## src/rtl/I3CCSR_pkg.sv

```systemverilog
// I3CCSR_pkg
// Register-block geometry shared by every CSR CPU-interface client.
// No ports.
package I3CCSR_pkg;

    localparam int unsigned I3CCSR_MIN_ADDR_WIDTH = 12;
    localparam int unsigned I3CCSR_DATA_WIDTH     = 32;

endpackage

```

## src/rtl/i3c_cpuif_arb_pkg.sv

```systemverilog
// i3c_cpuif_arb_pkg
// Types shared by the CSR CPU-interface arbiter: FSM state encoding, the
// captured request record and the requester-count range check.
// No ports.
package i3c_cpuif_arb_pkg;

    import I3CCSR_pkg::*;

    localparam int unsigned NUM_REQ_MIN = 2;
    localparam int unsigned NUM_REQ_MAX = 4;

    typedef enum logic [1:0] {
        ST_IDLE  = 2'd0,
        ST_ISSUE = 2'd1,
        ST_WAIT  = 2'd2
    } arb_state_e;

    // Request as latched at grant time and replayed downstream.
    typedef struct packed {
        logic                               is_wr;
        logic [I3CCSR_MIN_ADDR_WIDTH-1:0]   addr;
        logic [I3CCSR_DATA_WIDTH-1:0]       wr_data;
        logic [I3CCSR_DATA_WIDTH-1:0]       wr_biten;
    } cpuif_req_t;

    function automatic bit num_req_ok(input int unsigned n);
        return (n >= NUM_REQ_MIN) && (n <= NUM_REQ_MAX);
    endfunction

endpackage

```

## src/rtl/i3c_rr_arbiter.sv

```systemverilog
// i3c_rr_arbiter
// Combinational round-robin pick: the first asserted request strictly after
// last_grant (wrapping) wins.
// Ports:
//   req        in   NumReq  request vector
//   last_grant in   IdxW    index of the most recently completed owner
//   grant      out  NumReq  one-hot grant (all zero when no request)
module i3c_rr_arbiter #(
    parameter  int unsigned NumReq = 2,
    localparam int unsigned IdxW   = $clog2(NumReq)
) (
    input  logic [NumReq-1:0] req,
    input  logic [IdxW-1:0]   last_grant,
    output logic [NumReq-1:0] grant
);

    always_comb begin
        int unsigned idx;
        logic        found;
        idx   = 0;
        found = 1'b0;
        grant = '0;
        // last_grant itself is visited last, so a lone requester is re-granted.
        for (int unsigned off = 1; off <= NumReq; off++) begin
            idx = (32'(last_grant) + off) % NumReq;
            if (!found && req[idx[IdxW-1:0]]) begin
                grant[idx[IdxW-1:0]] = 1'b1;
                found                = 1'b1;
            end
        end
    end

endmodule

```

## src/rtl/csr_cpuif_arbiter.sv

```systemverilog
// csr_cpuif_arbiter
// Shares one CSR CPU interface between NumReq requesters, one transaction in
// flight at a time, with round-robin fairness and a downstream ack timeout.
// Ports:
//   clk_i, rst_i                 clock, async active-high reset
//   s_req_i .. s_wr_biten_i      per-requester level request and payload
//   s_stall_o                    requester pending and not completed this cycle
//   s_rd/wr_ack_o, s_rd/wr_err_o completion strobes routed to the owner only
//   s_rd_data_o                  shared read data, valid with s_rd_ack_o
//   m_cpuif_*                    downstream request / stall / completion
//   timeout_o                    sticky flag, set by any forced-timeout completion
module csr_cpuif_arbiter
    import I3CCSR_pkg::*;
    import i3c_cpuif_arb_pkg::*;
#(
    parameter  int unsigned NumReq        = 2,
    parameter  int unsigned TimeoutCycles = 255,
    localparam int unsigned CsrAddrWidth  = I3CCSR_MIN_ADDR_WIDTH,
    localparam int unsigned CsrDataWidth  = I3CCSR_DATA_WIDTH
) (
    input  logic                                 clk_i,
    input  logic                                 rst_i,

    input  logic [NumReq-1:0]                    s_req_i,
    input  logic [NumReq-1:0]                    s_req_is_wr_i,
    input  logic [NumReq-1:0][CsrAddrWidth-1:0]  s_addr_i,
    input  logic [NumReq-1:0][CsrDataWidth-1:0]  s_wr_data_i,
    input  logic [NumReq-1:0][CsrDataWidth-1:0]  s_wr_biten_i,
    output logic [NumReq-1:0]                    s_stall_o,
    output logic [NumReq-1:0]                    s_rd_ack_o,
    output logic [NumReq-1:0]                    s_rd_err_o,
    output logic [NumReq-1:0]                    s_wr_ack_o,
    output logic [NumReq-1:0]                    s_wr_err_o,
    output logic [CsrDataWidth-1:0]              s_rd_data_o,

    output logic                                 m_cpuif_req,
    output logic                                 m_cpuif_req_is_wr,
    output logic [CsrAddrWidth-1:0]              m_cpuif_addr,
    output logic [CsrDataWidth-1:0]              m_cpuif_wr_data,
    output logic [CsrDataWidth-1:0]              m_cpuif_wr_biten,
    input  logic                                 m_cpuif_req_stall_wr,
    input  logic                                 m_cpuif_req_stall_rd,
    input  logic                                 m_cpuif_rd_ack,
    input  logic                                 m_cpuif_rd_err,
    input  logic                                 m_cpuif_wr_ack,
    input  logic                                 m_cpuif_wr_err,
    input  logic [CsrDataWidth-1:0]              m_cpuif_rd_data,

    output logic                                 timeout_o
);

    localparam int unsigned IdxW = $clog2(NumReq);
    localparam int unsigned CntW = $clog2(TimeoutCycles + 1);

    if (!num_req_ok(NumReq)) begin : g_bad_num_req
        $error("csr_cpuif_arbiter: NumReq must be in 2..4");
    end

    arb_state_e        state;
    logic [IdxW-1:0]   owner;
    logic [IdxW-1:0]   last_grant;
    cpuif_req_t        cap;
    logic [CntW-1:0]   cnt;
    logic              req_q;
    logic              timeout_q;

    logic [NumReq-1:0] grant;
    logic [IdxW-1:0]   grant_idx;
    cpuif_req_t        sel_req;

    logic              busy;
    logic              any_ack;
    logic              tmo_hit;
    logic              done;
    logic              done_err;
    logic              issue_stall;

    i3c_rr_arbiter #(.NumReq(NumReq)) u_rr (
        .req        (s_req_i),
        .last_grant (last_grant),
        .grant      (grant)
    );

    always_comb begin
        grant_idx = '0;
        for (int unsigned i = 0; i < NumReq; i++) begin
            if (grant[i]) grant_idx = IdxW'(i);
        end
    end

    always_comb begin
        sel_req.is_wr    = s_req_is_wr_i[grant_idx];
        sel_req.addr     = s_addr_i[grant_idx];
        sel_req.wr_data  = s_wr_data_i[grant_idx];
        sel_req.wr_biten = s_wr_biten_i[grant_idx];
    end

    // Completion logic. Any downstream ack in ISSUE/WAIT completes the owner as
    // the captured type; an ack of the other type is reported as an error.
    // A real ack in the timeout cycle wins, so tmo_hit excludes it.
    assign busy        = (state != ST_IDLE);
    assign any_ack     = m_cpuif_rd_ack | m_cpuif_wr_ack;
    assign tmo_hit     = busy && (cnt == CntW'(TimeoutCycles)) && !any_ack;
    assign done        = busy && (any_ack || tmo_hit);
    assign done_err    = cap.is_wr ? (~m_cpuif_wr_ack | m_cpuif_wr_err)
                                   : (~m_cpuif_rd_ack | m_cpuif_rd_err);
    assign issue_stall = cap.is_wr ? m_cpuif_req_stall_wr : m_cpuif_req_stall_rd;

    for (genvar i = 0; i < NumReq; i++) begin : g_rsp
        logic ack_here;
        assign ack_here      = done && (owner == IdxW'(i));
        assign s_rd_ack_o[i] = ack_here & ~cap.is_wr;
        assign s_wr_ack_o[i] = ack_here &  cap.is_wr;
        assign s_rd_err_o[i] = ack_here & ~cap.is_wr & done_err;
        assign s_wr_err_o[i] = ack_here &  cap.is_wr & done_err;
        assign s_stall_o[i]  = s_req_i[i] & ~ack_here;
    end

    assign s_rd_data_o = (done && !cap.is_wr && m_cpuif_rd_ack) ? m_cpuif_rd_data : '0;

    assign m_cpuif_req       = req_q;
    assign m_cpuif_req_is_wr = cap.is_wr;
    assign m_cpuif_addr      = cap.addr;
    assign m_cpuif_wr_data   = cap.wr_data;
    assign m_cpuif_wr_biten  = cap.wr_biten;
    assign timeout_o         = timeout_q;

    always_ff @(posedge clk_i or posedge rst_i) begin
        if (rst_i) begin
            state      <= ST_IDLE;
            owner      <= '0;
            last_grant <= IdxW'(NumReq - 1);
            cap        <= '0;
            cnt        <= '0;
            req_q      <= 1'b0;
            timeout_q  <= 1'b0;
        end else begin
            unique case (state)
                ST_IDLE: begin
                    if (|s_req_i) begin
                        owner <= grant_idx;
                        cap   <= sel_req;
                        cnt   <= '0;
                        req_q <= 1'b1;
                        state <= ST_ISSUE;
                    end
                end
                ST_ISSUE: begin
                    if (done) begin
                        req_q      <= 1'b0;
                        last_grant <= owner;
                        timeout_q  <= timeout_q | tmo_hit;
                        state      <= ST_IDLE;
                    end else begin
                        cnt <= cnt + CntW'(1);
                        // Exactly one unstalled request cycle goes downstream.
                        if (!issue_stall) begin
                            req_q <= 1'b0;
                            state <= ST_WAIT;
                        end
                    end
                end
                ST_WAIT: begin
                    if (done) begin
                        last_grant <= owner;
                        timeout_q  <= timeout_q | tmo_hit;
                        state      <= ST_IDLE;
                    end else begin
                        cnt <= cnt + CntW'(1);
                    end
                end
                default: begin
                    req_q <= 1'b0;
                    state <= ST_IDLE;
                end
            endcase
        end
    end

endmodule

```

## config.mk

```make
export PLATFORM = sky130hd
export DESIGN_NAME = csr_cpuif_arbiter
export DESIGN_NICKNAME = d
export VERILOG_FILES = /design/src/rtl/I3CCSR_pkg.sv /design/src/rtl/i3c_cpuif_arb_pkg.sv /design/src/rtl/i3c_rr_arbiter.sv /design/src/rtl/csr_cpuif_arbiter.sv
export SDC_FILE = /design/constraint.sdc
export NUM_CORES = 1
export LEC_CHECK = 0
export ABC_AREA = 1
export CORE_ASPECT_RATIO = 1.25
export CORE_MARGIN = 3
export CORE_UTILIZATION = 32
export DETAILED_ROUTE_END_ITERATION = 7
export PLACE_DENSITY = 0.8
export SLEW_MARGIN = 0
export SYNTH_ARGS = -nofsm -noshare
export SYNTH_HDL_FRONTEND = slang
export SYNTH_HIERARCHICAL = 1
export SYNTH_SLANG_ARGS = --single-unit
export TNS_END_PERCENT = 20
```

## constraint.sdc

```tcl
create_clock -name clk_i -period 3.6 [get_ports clk_i]
set_input_delay 1.08 -clock clk_i [delete_from_list [all_inputs] [get_ports clk_i]]
set_output_delay 1.08 -clock clk_i [all_outputs]
set_load 0.05 [all_outputs]
```

After elaboration in Yosys (flattened, before gate mapping):

Index checks and enable logic that the tools add are counted.

* register bits after elaboration: 91

* add/subtract/negate cells: 3
* magnitude comparators: 5
* eq/ne operators: 7
* multiplexer cells: 35
* bitwise operators: 22
* reductions and logical operators: 24

Operators by type and width (number)
* 32-bit two-way mux: 5
* 12-bit two-way mux: 2
* 8-bit two-way mux: 2
* 8-bit one-hot mux with 2 select lines: 1
* 1-bit two-way mux: 15
* 2-bit two-way mux: 6
* 1-bit AND: 10
* 1-bit logical AND: 10
* 3-bit AND reduction: 3
* 8-bit by 1-bit adder with 8-bit output, second input constant: 1
* 8-bit == test, second input constant: 1
* 1-bit NOT: 7
* 1-bit by 2-bit less-than comparator with 1-bit output, second input constant: 3
* 2-bit != test, second input constant: 3
* 2-bit one-hot mux with 3 select lines: 1
* 1-bit bitwise OR: 4
* 2-bit AND reduction: 2
* 2-bit nonzero test: 2
* 2-bit OR reduction: 2
* 1-bit zero test: 3
* 3-bit != test, second input constant: 1
* 1-bit one-hot mux with 3 select lines: 1
* 1-bit adder, second input constant: 2
* 1-bit demux with 1-bit select: 2
* 6 further kinds: 7

Depth between registers and ports, before layout:

Gate-level depths: netlist (run 1).

* depth after elaboration: 11
* depth in mapped cells: 12

Cells and area by module:

The synthesis (run 1) kept the hierarchy.

By module, submodules not included
* csr_cpuif_arbiter: times used 1, cells an instance 609, area an instance 4636.9 um^2
* i3c_rr_arbiter: times used 1, cells an instance 5, area an instance 20.0 um^2

Worst setup path before layout (run 1):

No wires, ideal clock.

* kind: input -> output
* from: input port m_cpuif_wr_ack
* to: output port s_stall_o[0]
* arrival: 2289 ps
* required time: 2520 ps
* path slack: 231 ps
* stages: 5
* cells stage by stage: nor2_1 -> nand2_2 -> nand2_4 -> clkinv_2 -> a21oi_1

* cells in the longest elaborated chain, start to end: 8

RTL lines
* start: declaration: RTL line csr_cpuif_arbiter.sv:45 `input logic m_cpuif_wr_ack,`
* 1-bit bitwise OR *: RTL line csr_cpuif_arbiter.sv:102 `assign any_ack = m_cpuif_rd_ack | m_cpuif_wr_ack;`
* 1-bit zero test: RTL line csr_cpuif_arbiter.sv:103 `assign tmo_hit = busy && (cnt == CntW'(TimeoutCycles)) && !any_ack;`
* 1-bit logical AND: RTL line csr_cpuif_arbiter.sv:103
* 1-bit logical OR *: RTL line csr_cpuif_arbiter.sv:104 `assign done = busy && (any_ack || tmo_hit);`
* 1-bit logical AND *: RTL line csr_cpuif_arbiter.sv:104
* 1-bit logical AND *: RTL line csr_cpuif_arbiter.sv:111 `assign ack_here = done && (owner == IdxW'(i));`
* 1-bit NOT *: RTL line csr_cpuif_arbiter.sv:116 `assign s_stall_o[i] = s_req_i[i] & ~ack_here;`
* 1-bit AND *: RTL line csr_cpuif_arbiter.sv:116
* end: declaration: RTL line csr_cpuif_arbiter.sv:29 `output logic [NumReq-1:0] s_stall_o,`

Mark *: on every way between the ends. The rest lies on a longest branch, timed or not.

Worst setup path after layout (run 1):

* from: input port m_cpuif_rd_ack
* to: output port s_stall_o[0]

* cells in the longest elaborated chain, start to end: 8

RTL lines
* start: declaration: RTL line csr_cpuif_arbiter.sv:43 `input logic m_cpuif_rd_ack,`
* 1-bit bitwise OR *: RTL line csr_cpuif_arbiter.sv:102
* 1-bit zero test: RTL line csr_cpuif_arbiter.sv:103
* 1-bit logical AND: RTL line csr_cpuif_arbiter.sv:103
* 1-bit logical OR *: RTL line csr_cpuif_arbiter.sv:104
* 1-bit logical AND *: RTL line csr_cpuif_arbiter.sv:104
* 1-bit logical AND *: RTL line csr_cpuif_arbiter.sv:111
* 1-bit NOT *: RTL line csr_cpuif_arbiter.sv:116
* 1-bit AND *: RTL line csr_cpuif_arbiter.sv:116

Marked as above.

==> results of run 1 <==
==> worst paths after layout <==
kind	start	end	slack [ns]	depth (start not counted)
worst max-delay path	m_cpuif_rd_ack	s_stall_o[0]	0.09	7
worst min-delay path	m_cpuif_req	m_cpuif_req	0.48	2
worst max register to register	state[0]	cnt[2]	1.88	9
worst min register to register	m_cpuif_req	m_cpuif_req	0.48	2
max in group asynchronous	rst_i	last_grant	1.94	3
min in group asynchronous	rst_i	m_cpuif_wr_biten[9]	1.05	2
==> flip-flops by register name, summed over array words and instances (netlist names) <==
register	count
cnt	8
last_grant	1
m_cpuif_addr	12
m_cpuif_req	1
m_cpuif_req_is_wr	1
m_cpuif_wr_biten	32
m_cpuif_wr_data	32
owner	1
state	2
timeout_o	1
==> area by class of cell <==
class / instances / area [µm²] / area share (%)
repair buffers: 326 / 3710 / 42.6
flip-flops and latches: 91 / 2280 / 26.2
multi-input cells: 431 / 1990 / 22.8
clock buffers: 9 / 225 / 2.59
well taps: 175 / 219 / 2.52
inverters: 52 / 204 / 2.34
clock inverters: 7 / 75.1 / 0.863
==> critical path, cell delays in order <==
cell and delay (ns):
clkdlybuf4s50_1 0.47, nor2_1 0.18, nand2_2 0.09, nand2_4 0.08, clkinv_2 0.10, a21oi_1 0.25
buf_12 0.18
==> through the flow <==
step,setup WS [ns],std cells
after floorplan,0.158,611
after global placement,0.0805,1075
after detailed placement,0.0918,1075
after CTS,0.0809,1091
after global routing,0.0324,1091
final,0.0865,1091
==> per-layer routing <==
metal | wire (µm) | vias up | global-route usage, %
met5 | 0 | - | 0
met4 | 498 | 0 | 7.38
met3 | 1280 | 34 | 5.45
met2 | 8560 | 235 | 36.6
met1 | 6010 | 2290 | 20.9
li1 | - | 2553 | -
==> power groups by stage <==
stage	Combinational (mW)	Clock [mW]	Sequential, mW
after floorplan	1.60	0	3.34
after global placement	4.95	0	1.81
after detailed placement	5.00	0	1.83
after CTS	5.01	0.987	1.82
after global routing	5.25	1.03	1.88
final	4.97	0.959	1.81
==> layout by cell type, fill, tap and decap left out <==
cell type / count
nor3_1: 1
inv_2: 3
nand4_1: 1
bufinv_16: 1
xor2_1: 2
ha_1: 4
inv_6: 2
nor2_1: 125
clkinv_2: 3
nand3_2: 1
nand2_2: 3
buf_12: 46
a31oi_1: 77
dfstp_2: 1
a21oi_1: 6
o21ai_0: 4
o21ai_1: 3
clkbuf_16: 9
nand3b_1: 2
clkdlybuf4s50_1: 274
inv_1: 46
nand3_1: 9
buf_4: 6
clkinv_4: 3
nor3_2: 4
nand2_1: 182
dfrtp_1: 90
nor2_2: 1
a21oi_4: 2
inv_4: 1
o21bai_1: 1
nand2_4: 3
==> summary.txt, run 1 <==
Total gr overflow: 0
Leak Pwr: 3.82 nW
Min cycle time layout: 3.51 ns
First-pass GRT wire length: 24.9 mm
Port Buf Inserts: 316
Die width: 114 µm
Clk_lat worst skew: 0.33 ns
Worst Tran Pin Value: 0.607 ns
H-tree levels: 3
CTS tree: done
Dpl cell area: 8400 µm²
Max-cap violations: 0
Combinational Power Share: 64.2%
NetSw: 3.93 mW
Layout net count: 1,111
Status: completed
RSZ-0062 raised after global routing: no
WS Path Type: in -> out
Final setup vio count: 0
Clock Skews: 0.00770 ns
Sequential Power Share: 23.4%
Clock Tree Buf Depth: 2
DRT Wirelength: 16.4 mm
Setup bufs post-CTS: 0
Hold Crit Class: reg -> reg
Drt first pass iters: 6
Post-CTS Hold Fix Bufs: 0
Clock Tree Root: clkbuf_16
Share of layout cells above drive strength 1: 9.72%
Data arrival, critical path: 2.43 ns
Post-DP HPWL: 12.8 mm
Diodes inserted: 0
Power Dens Cells: 890 nW/µm²
Starting Density: 33.2%
Fmax: 0.285 GHz
Num CTS Buffers: 9
DRC viols: 0
Post-route ant nets: 0
I/O pin total: 317
Yosys warning count: 6
Total power: 7.74 mW
GPL Wtd Cong: 0.901
Antenna violations before repair: 0
Clock group share of total power: 12.4%
CTS sink count: 91
Area grow syn2layout: 87.2%
Largest net degree at the start of global routing: 84
Post-synthesis area per instance: 7.60 µm²
DRT iter0 DRCs: 206
Post-synthesis net count: 811
Max-slew violation count: 0
Row cnt: 48
Final Hold Vio Count: 0
Total Routing Usage GR: 19.7%
Layout filler cell count: 1,193
Largest fanout on the critical path: 5
Wire per inst: 15.0 µm
Setup crit start kind: primary input
Die area: 16,000 µm²
Hold WS: 0.482 ns
Die H: 141 µm
VDD IR max: 0.508 mV
Vias in the first global route: 4,878
Core box area: 14,000 µm²
Int Pwr: 3.81 mW
Critical Path Sink Type: output pin
Mapped Cells: 611
Detailed-route via count: 5,112
Via density: 4.69
Clock transition at path regs: 0.07 ns
Setup TNS: 0 ns
Switching share of power: 50.8%
Post-CTS Resized: 0
Util after Layout: 62.2%
Design area: 8700 µm²
Area of the mapped netlist: 4650 µm²
Crit share post-route: 97.6%
Required time of the critical path: 2.52 ns
Slew headroom: 59.4%
No activity file was read; power rests on OpenSTA's default activity.
==> run 2, diff against run 1 <==
CORE_UTILIZATION = 33   (was 32)
HOLD_SLACK_MARGIN = 0.03   (was not set)
PLACE_DENSITY = 0.81   (was 0.8)
SYNTH_HIERARCHICAL = not set   (was 1)
==> summary.txt, run 2 <==
Simple-Gate Fraction of Synth Area: 23.1%
Clk_lat worst skew: 0.33 ns (about the same)
Sequential share of the synthesized area: 48.2%
CTS tree: done
Clock Skews: 0.00572 ns (-0.00197 ns)
Most common cell after layout, fill and taps aside: clkdlybuf4s50_1
Prevailing post-synth register cell: dfrtp_1
Status: completed
Mapped Cells: 625 (+2.3%)
Synth top cells by count: o21ai_0, nand2_1, nor2_1, dfrtp_1, inv_1
Required time of the critical path: 2.52 ns (about the same)
WS Path Type: in -> out
Hold WS: 0.475 ns (-0.00670 ns)
Antenna violations before repair: 0 (unchanged)
Slew headroom: 46.2% (-13 points)
VDD IR max: 0.523 mV (+3.1%)
Min cycle time layout: 3.35 ns (-0.162 ns)
Area grow syn2layout: 91.7%
Reg2reg setup slack: 1.70 ns (-0.18 ns)
Final std cells w/o fill: 1,118 (+2.5%)
Clock Tree Buf Depth: 2 (unchanged)
RSZ-0062 raised after global routing: no
XOR/XNOR Fraction of Synth Area: 0.185%
Fmax: 0.298 GHz (+4.8%)
Leak Pwr: 3.93 nW (+2.9%)
First-pass GRT wire length: 25.6 mm (+3.0%)
Hold Crit Class: reg -> reg
Count leader, synth: o21ai_0
Via density: 4.80 (+2.3%)
Synth Area in Adders: 1.06%
Clock transition at path regs: 0.06 ns (about the same)
Synth Register Bits: 91
Number of flops mapped to enable cells by yosys: 0
Layout net count: 1,139 (+2.5%)
Yosys warning count: 0 (-6)
Critical Path Sink Type: output pin
Commonest cells after routing, fill and taps aside: clkdlybuf4s50_1, o21ai_0, nand2_1, dfrtp_1, nor2_1
Crit share post-route: 93.1% (-4.5 points)
Top cells by area, synth: dfrtp_1, o21ai_0, nand2_1
Worst Tran Pin Value: 0.806 ns (+0.199 ns)
Core box area: 13,900 µm² (-0.43%)
Design area: 9060 µm² (+4.2%)
Post-route ant nets: 0 (unchanged)
Share of layout cells above drive strength 1: 14.6% (+4.9 points)
Vias in the first global route: 4,913 (+0.72%)
Drt first pass iters: 4 (-2)
Cell accounting for the most synthesized area: dfrtp_1
Post-synthesis area per instance: 7.56 µm² (-0.55%)
Die area: 15,800 µm² (-1.3%)
Power Dens Cells: 842 nW/µm² (-5.4%)
GPL Wtd Cong: 0.967 (+7.3%)
Data arrival, critical path: 2.27 ns (-0.16 ns)
Post-DP HPWL: 12.8 mm (-0.32%)
Largest fanout on the critical path: 5 (unchanged)
FF-to-FF Start: last_grant
Placed cell count: 1,098 (+2.1%)
Crit path to: s_stall_o[0]
Multiplexer area fraction after synthesis: 0%
Largest family of logic cells by synthesized area: simple AND/OR/NAND/NOR gates
Max-cap violations: 0 (unchanged)
Yosys cell types: 31
R2R Path End: m_cpuif_wr_data[14]
Total Routing Usage GR: 20.3% (+0.63 points)
Synth Area in Compound Gates: 18.3%
DRC viols: 0 (unchanged)
Starting Density: 33.9% (+0.72 points)
Post-CTS Hold Fix Bufs: 0 (unchanged)
Die H: 140 µm (-0.65%)
Port Buf Inserts: 316 (unchanged)
I/O pin total: 317 (unchanged)
Row cnt: 48 (unchanged)
Setup crit start kind: primary input
Final Hold Vio Count: 0 (unchanged)
Die width: 113 µm (-0.65%)
Total gr overflow: 0 (unchanged)
Diodes inserted: 0 (unchanged)
Wire per inst: 15.9 µm (+5.8%)
H-tree levels: 3 (unchanged)
Detailed-route via count: 5,361 (+4.9%)
Post-synth ARST share: 100%
Largest net degree at the start of global routing: 78 (-7.1%)
Max-slew violation count: 0 (unchanged)
Worst r2r path cells: 5 (-4)
Synth top area share: 47.7%
DRT Wirelength: 17.7 mm (+8.4%)
Dpl cell area: 8520 µm² (+1.5%)
Num CTS Buffers: 9 (unchanged)
DRT iter0 DRCs: 274 (+33%)
CTS sink count: 91 (unchanged)
Final setup vio count: 0 (unchanged)
Area of the mapped netlist: 4730 µm² (+1.7%)
Post-synthesis net count: 825 (+1.7%)
Clock Tree Root: clkbuf_16
CP Launch Point: m_cpuif_rd_ack
[run 2: what timing repair did]
action | CTS | global route
resized for setup | 2 | 50
setup endpoints to repair | 29 | 35
hold endpoints to repair | 0 | 0
setup buffers | 0 | 2
cloned | 0 | 3
pin swaps | 0 | 3
[run 2: cell families after synthesis]
kind of cell,count (synthesis)
fa+ha+maj,4
xor+xnor,1
flops,91
simple gates,266
buf+inv,95
compound gates,168
[run 2: how the worst min path moves through the flow]
stage	startpoint	end	cells after the start
after floorplan	state[1]	state[1]	2
after global placement	timeout_o	timeout_o	2
after detailed placement	timeout_o	timeout_o	2
after CTS	timeout_o	timeout_o	2
after global routing	m_cpuif_wr_data[29]	m_cpuif_wr_data[29]	2
final	timeout_o	timeout_o	2
[run 2: worst max-delay path, cell delays in order]
cell and delay [ns]:
dlymetal6s2s_1 0.14, inv_1 0.09, nand2_2 0.08, nand2_4 0.08, nand2_4 0.07, buf_4 0.13
buf_4 0.14, a21oi_1 0.28, buf_12 0.18
[run 2: per-layer routing]
metal | GRT usage [%] | vias up | part of all wire, %
li1 | - | 2612 | -
met1 | 22.5 | 2454 | 38
met2 | 36.5 | 258 | 51
met3 | 5.65 | 37 | 7.4
met4 | 7.78 | 0 | 2.9
met5 | 0 | - | 0
[run 2: final cells by class]
class | instances | area [µm²]
fill | 1122 | 4870
sequential | 91 | 2280
tap | 175 | 219
clock buffer | 9 | 225
clock inverter | 6 | 66.3
multi-input combinational | 439 | 2180
inverter | 58 | 221
timing repair buffer | 340 | 3870
[run 2: power breakdown]
part / total [mW] / switching [mW] / leakage [nW] / internal, mW
clock network: 0.940 / 0.405 / 0.134 / 0.536
logic: 4.90 / 3.19 / 2.68 / 1.71
registers: 1.79 / 0.281 / 1.11 / 1.51
[run 2: metrics by stage]
step,power (mW),worst slack (ns),TNS [ns],util (%)
after CTS,7.58,-0.0289,-0.463,63.3
after floorplan,4.74,-0.0234,-0.0937,-
after global placement,6.54,-0.00717,-0.0829,61.2
after global routing,8.01,0.180,0,65.0
final,7.63,0.248,0,65.0
after detailed placement,6.62,-0.0273,-0.450,61.2
==> run 3, diff against run 2 <==
CORE_AREA = 3 3 121 123   (was not set)
CORE_ASPECT_RATIO = not set   (was 1.25)
CORE_MARGIN = not set   (was 3)
CORE_UTILIZATION = not set   (was 33)
DIE_AREA = 0 0 124 126   (was not set)
clock period = 4.3 ns   (was 3.6 ns; I/O delays follow)
==> summary.txt, run 3 (same netlist as run 2, synthesis figures left out) <==
Status: completed
Total Routing Usage GR: 21.9% (+1.6 points)
Via density: 4.82 (+0.42%)
Clock Tree Buf Depth: 2 (unchanged)
Final setup vio count: 0 (unchanged)
Drt first pass iters: 5 (+1)
Largest stage delay on the critical path: 0.48 ns (+0.20 ns)
CTS tree: done
Max-cap violations: 0 (unchanged)
Total power: 6.23 mW (-18%)
Design area: 8710 µm² (-3.9%)
Row cnt: 43 (-10%)
Starting Density: 34.3% (+0.39 points)
WS Path Type: in -> out
Data arrival, critical path: 2.92 ns (+0.65 ns)
Port Buf Inserts: 316 (unchanged)
Cell Chain, Critical Path: clkdlybuf4s50_1 -> inv_1 -> nand2_1 -> nand2_2 -> nand2_4 -> nand3_4 -> nor2_1 -> buf_12
Max-slew violation count: 0 (unchanged)
Clock Skews: 0.0107 ns (+0.00495 ns)
Crit path to: s_rd_data_o[2]
I/O pin total: 317 (unchanged)
Sequential cell area: 2280 µm² (unchanged)
First-pass GRT wire length: 26.8 mm (+4.7%)
DRT iter0 DRCs: 351 (+28%)
Layout net count: 1,125 (-1.2%)
Crit. path cell count: 8 (-1)
Clk_lat worst skew: 0.34 ns (about the same)
Leak Pwr: 3.80 nW (-3.2%)
Cell family with most CP delay: simple AND/OR/NAND/NOR gates
Num CTS Buffers: 9 (unchanged)
Min cycle time layout: 4.21 ns
Slowest cell on crit path: clkdlybuf4s50_1
Final Hold Vio Count: 0 (unchanged)
Commonest cells after routing, fill and taps aside: clkdlybuf4s50_1, o21ai_0, nand2_1, nor2_1, dfrtp_1
Largest fanout on the critical path: 32 (+27)
Hold Crit Class: reg -> reg
Total gr overflow: 0 (unchanged)
Clock Tree Root: clkbuf_16
Reg2reg setup slack: 2.01 ns (+0.31 ns)
Antenna violations before repair: 1 (+1)
Clock transition at path regs: 0.07 ns (about the same)
VDD IR max: 0.362 mV (-31%)
DRT Wirelength: 17.7 mm (about the same)
Post-CTS Resized: 0 (-2)
Worst r2r path cells: 9 (+4)
Fmax: 0.238 GHz
Die H: 126 µm (-9.9%)
Power Dens Cells: 715 nW/µm² (-15%)
Post-DP HPWL: 13.5 mm (+5.3%)
H-tree levels: 3 (unchanged)
WP buf/inv: 3 (-2)
Crit share post-route: 97.9%
Setup bufs post-CTS: 0 (unchanged)
Most common cell after layout, fill and taps aside: clkdlybuf4s50_1
Worst Tran Pin Value: 0.844 ns (+0.0381 ns)
Layout filler cell count: 1,136 (+1.2%)
Largest net degree at the start of global routing: 79 (+1.3%)
CP Launch Point: m_cpuif_rd_ack
Post-route ant nets: 0 (unchanged)
Dpl cell area: 8420 µm² (-1.2%)
Die width: 124 µm (+9.7%)
GPL Wtd Cong: 0.833 (-14%)
Core box area: 13,800 µm² (-1.1%)
Critical Path Sink Type: output pin
Required time of the critical path: 3.01 ns (+0.49 ns)
Share of layout cells above drive strength 1: 9.78% (-4.8 points)
DRC viols: 0 (unchanged)
Wire per inst: 16.0 µm (+0.71%)
FF-to-FF Start: state[0]
R2R Path End: cnt[6]
CTS sink count: 91 (unchanged)
Setup crit start kind: primary input
Multi-input gate area: 2030 µm² (-7.1%)
Post-CTS Hold Fix Bufs: 0 (unchanged)
RSZ-0062 raised after global routing: yes
Die area: 15,600 µm² (-1.1%)
Detailed-route via count: 5,350 (-0.21%)
Slew headroom: 43.7% (-2.5 points)
Vias in the first global route: 5,161 (+5.0%)
Area grow syn2layout: 84.3%
[run 3: cell count changes in the layout (fill, tap and decap cells not counted), sizes merged]
cell           delta
clkbuf            -1
clkinv            +1
bufinv            -1
clkdlybuf4s50     +2
diode             +1
dlymetal6s2s      -2
clkinvlp          -1
buf              -12
inv               +1
[run 3: worst min-delay path by stage]
stage,from,end,cells after the start
floorplan,state[1],state[1],2
global placement,timeout_o,timeout_o,2
detailed placement,timeout_o,timeout_o,2
CTS,timeout_o,timeout_o,2
global route,m_cpuif_req,m_cpuif_req,2
finish,timeout_o,timeout_o,2
[run 3: final cells by class]
type / instances / share of cell area (%)
Antenna cell: 1 / 0.0287
Inverter: 58 / 2.54
Clock buffer: 10 / 2.74
Tap cell: 180 / 2.59
Timing Repair Buffer: 326 / 42.1
Clock inverter: 6 / 0.531
Multi-Input combinational cell: 439 / 23.3
Sequential cell: 91 / 26.2
[run 3: worst min-delay path: stages, from the launching register on]
cell	delay (ns)
dfrtp_1	0.35
inv_1	0.04
o31ai_1	0.05
[run 3: power breakdown]
group          switching [mW]  leakage [nW]  internal (mW)
clock network           0.343         0.135          0.412
logic                    2.62          2.56           1.35
registers               0.240          1.11           1.26
[run 3: through the flow]
step	hold WS [ns]	setup slack [ns]	cells	util (%)	setup TNS (ns)
after floorplan	0.467	0.257	625	-	0
after global placement	0.466	0.176	1094	61.2	0
after detailed placement	0.467	0.0623	1094	61.2	0
after CTS	0.485	0.0606	1110	63.2	0
after global routing	0.509	-0.0636	1111	63.2	-1.02
final	0.480	0.0921	1111	63.2	0
[run 3: per-layer routing]
| metal | GRT usage [%] | part of all wire, % | up-vias | wire, µm |
|---|---|---|---|---|
| met5 | 0 | 0 | - | 0 |
| met4 | 10.6 | 4.1 | 0 | 719 |
| met3 | 6.65 | 11 | 46 | 1900 |
| met2 | 36.7 | 48 | 266 | 8540 |
| met1 | 25.3 | 37 | 2445 | 6590 |
| li1 | - | - | 2593 | - |
